==> src/rtl/data_mem_ctrl.sv <==
// Data-memory controller: IDLE/REQ/WAIT/DONE handshake between core load/store and a req/gnt/rvalid memory port.
// Optional WAIT timeout with sticky bus_err when DMEM_TIMEOUT_EN is defined.
module data_mem_ctrl #(
    parameter int DataWidth     = 32,
    parameter int TimeoutCycles = 255
) (
    input  logic                 clk,
    input  logic                 rst,
    input  logic                 Load,
    input  logic                 mem_en,
    input  logic [DataWidth-1:0] addr,
    input  logic [DataWidth-1:0] wdata,
    input  logic [3:0]           masking,
    output logic                 mem_req,
    output logic                 mem_we,
    output logic [DataWidth-1:0] mem_addr,
    output logic [DataWidth-1:0] mem_wdata,
    output logic [3:0]           mem_mask,
    input  logic                 mem_gnt,
    input  logic                 mem_rvalid,
    input  logic [DataWidth-1:0] mem_rdata,
    output logic                 stall,
    output logic                 data_valid,
    output logic [DataWidth-1:0] wrap_load_in,
    output logic [1:0]           byteadd,
    output logic                 bus_err
);

    typedef enum logic [1:0] {IDLE, REQ, WAIT, DONE} state_t;

    state_t               state_q, state_d;
    logic                 is_load_q, is_load_d;
    logic                 mem_req_q, mem_req_d;
    logic                 mem_we_q, mem_we_d;
    logic                 data_valid_q, data_valid_d;
    logic                 bus_err_q, bus_err_d;
    logic [DataWidth-1:0] mem_addr_q, mem_addr_d;
    logic [DataWidth-1:0] mem_wdata_q, mem_wdata_d;
    logic [DataWidth-1:0] wrap_q, wrap_d;
    logic [3:0]           mem_mask_q, mem_mask_d;
    logic [1:0]           addr_lo_q, addr_lo_d;
    logic [1:0]           byteadd_q, byteadd_d;
    logic                 timeout;

`ifdef DMEM_TIMEOUT_EN
    logic [7:0] cnt_q, cnt_d;

    // Counts cycles spent in WAIT; fires on the TimeoutCycles-th cycle unless rvalid arrives.
    always_comb begin
        cnt_d = (state_q == WAIT) ? cnt_q + 8'd1 : 8'd0;
    end

    assign timeout = (state_q == WAIT) && !mem_rvalid && (cnt_q == 8'(TimeoutCycles - 1));

    always_ff @(posedge clk or negedge rst) begin
        if (!rst) cnt_q <= '0;
        else      cnt_q <= cnt_d;
    end
`else
    assign timeout = 1'b0;
`endif

    always_comb begin
        state_d      = state_q;
        is_load_d    = is_load_q;
        mem_req_d    = mem_req_q;
        mem_we_d     = mem_we_q;
        mem_addr_d   = mem_addr_q;
        mem_wdata_d  = mem_wdata_q;
        mem_mask_d   = mem_mask_q;
        addr_lo_d    = addr_lo_q;
        wrap_d       = wrap_q;
        byteadd_d    = byteadd_q;
        data_valid_d = 1'b0;
        bus_err_d    = bus_err_q | timeout;
        case (state_q)
            IDLE: begin
                if (Load || mem_en) begin
                    // Load has priority; a simultaneous store is dropped.
                    is_load_d   = Load;
                    mem_addr_d  = {addr[DataWidth-1:2], 2'b00};
                    mem_wdata_d = wdata;
                    mem_mask_d  = masking;
                    addr_lo_d   = addr[1:0];
                    mem_req_d   = 1'b1;
                    mem_we_d    = !Load;
                    state_d     = REQ;
                end
            end
            REQ: begin
                if (mem_gnt) begin
                    mem_req_d = 1'b0;
                    mem_we_d  = 1'b0;
                    state_d   = is_load_q ? WAIT : DONE;
                end
            end
            WAIT: begin
                if (mem_rvalid) begin
                    wrap_d       = mem_rdata;
                    byteadd_d    = addr_lo_q;
                    data_valid_d = 1'b1;
                    state_d      = DONE;
                end else if (timeout) begin
                    wrap_d       = '0;
                    byteadd_d    = addr_lo_q;
                    data_valid_d = 1'b1;
                    state_d      = DONE;
                end
            end
            default: state_d = IDLE;
        endcase
    end

    always_ff @(posedge clk or negedge rst) begin
        if (!rst) begin
            state_q      <= IDLE;
            is_load_q    <= 1'b0;
            mem_req_q    <= 1'b0;
            mem_we_q     <= 1'b0;
            mem_addr_q   <= '0;
            mem_wdata_q  <= '0;
            mem_mask_q   <= '0;
            addr_lo_q    <= '0;
            wrap_q       <= '0;
            byteadd_q    <= '0;
            data_valid_q <= 1'b0;
            bus_err_q    <= 1'b0;
        end else begin
            state_q      <= state_d;
            is_load_q    <= is_load_d;
            mem_req_q    <= mem_req_d;
            mem_we_q     <= mem_we_d;
            mem_addr_q   <= mem_addr_d;
            mem_wdata_q  <= mem_wdata_d;
            mem_mask_q   <= mem_mask_d;
            addr_lo_q    <= addr_lo_d;
            wrap_q       <= wrap_d;
            byteadd_q    <= byteadd_d;
            data_valid_q <= data_valid_d;
            bus_err_q    <= bus_err_d;
        end
    end

    assign stall        = ((state_q == IDLE) && (Load || mem_en)) || (state_q == REQ) || (state_q == WAIT);
    assign mem_req      = mem_req_q;
    assign mem_we       = mem_we_q;
    assign mem_addr     = mem_addr_q;
    assign mem_wdata    = mem_wdata_q;
    assign mem_mask     = mem_mask_q;
    assign data_valid   = data_valid_q;
    assign wrap_load_in = wrap_q;
    assign byteadd      = byteadd_q;
    assign bus_err      = bus_err_q;

endmodule

==> config.mk <==
export PLATFORM = sky130hd
export DESIGN_NAME = data_mem_ctrl
export DESIGN_NICKNAME = d
export VERILOG_FILES = /design/src/rtl/data_mem_ctrl.sv
export SDC_FILE = /design/constraint.sdc
export NUM_CORES = 1
export LEC_CHECK = 0
export CAP_MARGIN = 20
export CORE_UTILIZATION = 36
export DETAILED_ROUTE_END_ITERATION = 7
export PLACE_DENSITY = 0.77
export SETUP_SLACK_MARGIN = 0.05
export SLEW_MARGIN = 20
export SYNTH_ARGS = -nofsm -noshare
export SYNTH_HDL_FRONTEND = slang
export SYNTH_SLANG_ARGS = --single-unit
==> constraint.sdc <==
create_clock -name clk -period 1.7 [get_ports clk]
set_clock_uncertainty 0.1 [all_clocks]
set_input_delay 0.255 -clock clk [delete_from_list [all_inputs] [get_ports clk]]
set_output_delay 0.255 -clock clk [all_outputs]
set_load 0.005 [all_outputs]
==> metrics.csv, run 1 <==
metric;value;unit
drive_above_1_share;28.9;%
p_sw_share;26.5;%
r2r-start;state_q[0]$_DFFE_PN0P_;
syn-cell-area;4160;um^2
dieWidth;109;um
drc;0;
switching_power;3.36;mW
fin_crit;1.68;ns
worstSetupStartpointType;register;
grt_usage;16.1;%
worstSetupEndpointType;primary output;
p_clk_share;16.1;%
postCtsSetupBuffers;0;
dieArea;12000;um^2
cts_made_buffers;9;
ys_seq_area_share;65.0;%
power_density;1830;nW/um^2
ys_seq_elements;108;
place_hpwl;7.15;mm
crit_path_end;stall;
ant_nets;0;
combPwrFrac;47.8;%
antennaDiodeCount;0;
h-tree-depth;3;
cts_tree;yes;
r2r_slack;0.07;ns
rsz0062_at_grt;yes;
rows;38;
slew_violations;0;
wl;10.2;mm
max_slew_margin;62.2;%
gp_congestion;0.702;
drtPass1Iterations;4;
hold_ws;0.394;ns
cp-startpoint;state_q[1]$_DFFE_PN0P_;
core_area;11000;um^2
crit_arrival;1.32;ns
nNetsFinal;588;
clk_pin_slew;0.06;ns
synth_flop_cell;dfrtp_1;
finalCritPeriodShare;98.7;%
path_max_fanout;4;
cts_buffer_depth;2;
internal_power;9.33;mW
vias;2928;
hold_viol_final;0;
gr-total-overflow;0;
clk_root_buffer_cell;clkbuf_16;
worstMarginPinSlew;0.566;ns
multiInputGateArea;1480;um^2
run_status;finished clean;
grt_max_degree;109;
synth.avg_cell_area;16.4;um^2
seq_area;2700;um^2
setup-violations-final;0;
timing.rr.end;state_q[1]$_DFFE_PN0P_;
top_level_ports;213;
cts_sinks;108;
required;1.34;ns
peakVddDrop;0.000863;V
p_leak;3.01;nW
final_cells;621;
maxCapViolations;0;
area_growth;66.7;%
start_util;37.7;%
timing.fmax;596;MHz
critPathKind;register to primary output;
final_area;6930;um^2
die_h;109;um
postSynthCellCount;254;
min_path_type;register to register;
power_frac_seq;36.1;%
grt_antenna_before_repair;0;
ff2ff_path_depth;5;
numPortBuffers;209;
whs_path_depth;2;
synthArstFlopShare;100;%
grt_pass1_wl;14.7;mm
yosys_warnings;0;
synth.distinct_cells;19;
synth_edf_count;0;
clk-insertion-delay-late;0.34;ns
dp.cells;605;
drt_iter0_drc;76;
wl_per_cell;16.4;um
first_global_vias;3094;
fillCellCount;852;
viasPerCell;4.71;
placed_area;6480;um^2
-- metal layers --
metal	track usage, %	share of wire (%)
met4	6.67	2.1
met3	6.46	9.4
met5	0	0
met2	27.8	51
met1	17.6	37
-- layout by cell type, fill, tap and decap left out, drive strengths merged, types with 2 or more instances in the layout --
cell type and count:
buf 15, inv 6, clkdlybuf4s50 207, nor2 2, mux2 104, dfrtp 108
o21ai 3, conb 3, clkbuf 13, ha 4, nand2b 3, nand2 3
-- cell families after synthesis --
logic type	synth area share, %
AO/OA/AOI/OAI	1.63
adder cells (fa/ha/maj)	1.20
buffers and inverters	2.71
flip-flops	65.0
multiplexers	28.4
other	0.0902
AND/OR/NAND/NOR	0.903
-- critical path: stages (launching register included) --
cell	delay, ns
dfrtp_1	0.39
inv_2	0.07
ha_4	0.18
o21ai_4	0.11
nand2_1	0.09
buf_2	0.14
-- through the flow --
step | worst slack, ns | setup TNS (ns) | power, mW | utilization [%]
after global routing | -0.0427 | -0.0427 | 13.5 | 62.8
after CTS | 0.00966 | 0 | 12.5 | 61.6
after detailed placement | -0.198 | -11.68 | 10.3 | 58.7
after global placement | -0.160 | -9.53 | 10.1 | 58.7
final | 0.0224 | 0 | 12.7 | 62.8
after floorplan | 0.0564 | 0 | 6.84 | -
-- state kept, by name (all words and copies together), names as in the netlist, 2 cells and up --
| register | cells |
|---|---|
| byteadd | 2 |
| wrap_load_in | 32 |
| mem_wdata | 32 |
| state_q | 2 |
| addr_lo_q | 2 |
| mem_addr | 30 |
| mem_mask | 4 |
-- worst min path at each step --
| stage | from | endpoint | slack, ns |
|---|---|---|---|
| after floorplan | rst | addr_lo_q[0]$_DFFE_PN0P_ | -0.14 |
| after global placement | rst | wrap_load_in[6]$_DFFE_PN0P_ | 0.27 |
| after detailed placement | rst | wrap_load_in[4]$_DFFE_PN0P_ | 0.28 |
| after CTS | is_load_q$_DFFE_PN0P_ | is_load_q$_DFFE_PN0P_ | 0.40 |
| after global routing | wrap_load_in[11]$_DFFE_PN0P_ | wrap_load_in[11]$_DFFE_PN0P_ | 0.41 |
| final | is_load_q$_DFFE_PN0P_ | is_load_q$_DFFE_PN0P_ | 0.39 |
-- repair_timing --
action | in CTS | in global routing
gates resized for setup | 8 | 31
pin swaps | 1 | 0
endpoints found under the setup margin | 72 | 71
hold buffers | 1 | 0
endpoints found under the hold margin | 108 | 0
gates cloned | 0 | 1
-- Yosys cell counts (2+ instances only) --
master      n  share of area [%]
dfrtp_1   108                 65
mux2_2    104                 28
nand2b_1    3               0.45
buf_2       3               0.36
buf_4      10                1.8
o21ai_0     2               0.24
ha_1        4                1.2
inv_1       6               0.54
nand2_1     3               0.27
nor2_1      2               0.18
-- power groups by stage --
stage          registers, mW  logic, mW  clock network [mW]
2_1_floorplan           4.65       2.19                   0
3_3_place_gp            4.51       5.58                   0
3_5_place_dp            4.61       5.72                   0
4_1_cts                 4.57       5.77                2.12
5_1_grt                 4.75       6.53                2.22
6_report                4.58       6.06                2.04
-- layout make-up --
type | instances | share of cell area, %
Sequential cell | 108 | 39.0
Timing Repair Buffer | 224 | 32.6
Multi-Input combinational cell | 129 | 21.3
Clock buffer | 12 | 3.70
Tap cell | 140 | 2.53
Clock inverter | 2 | 0.506
Inverter | 6 | 0.325
Power figures use the tool's default switching activity.
==> run 2: changes to the inputs <==
CAP_MARGIN = not set   (was 20)
==> results of run 2 <==
No change in the layout: final DEF, timing and power equal those of run 1.
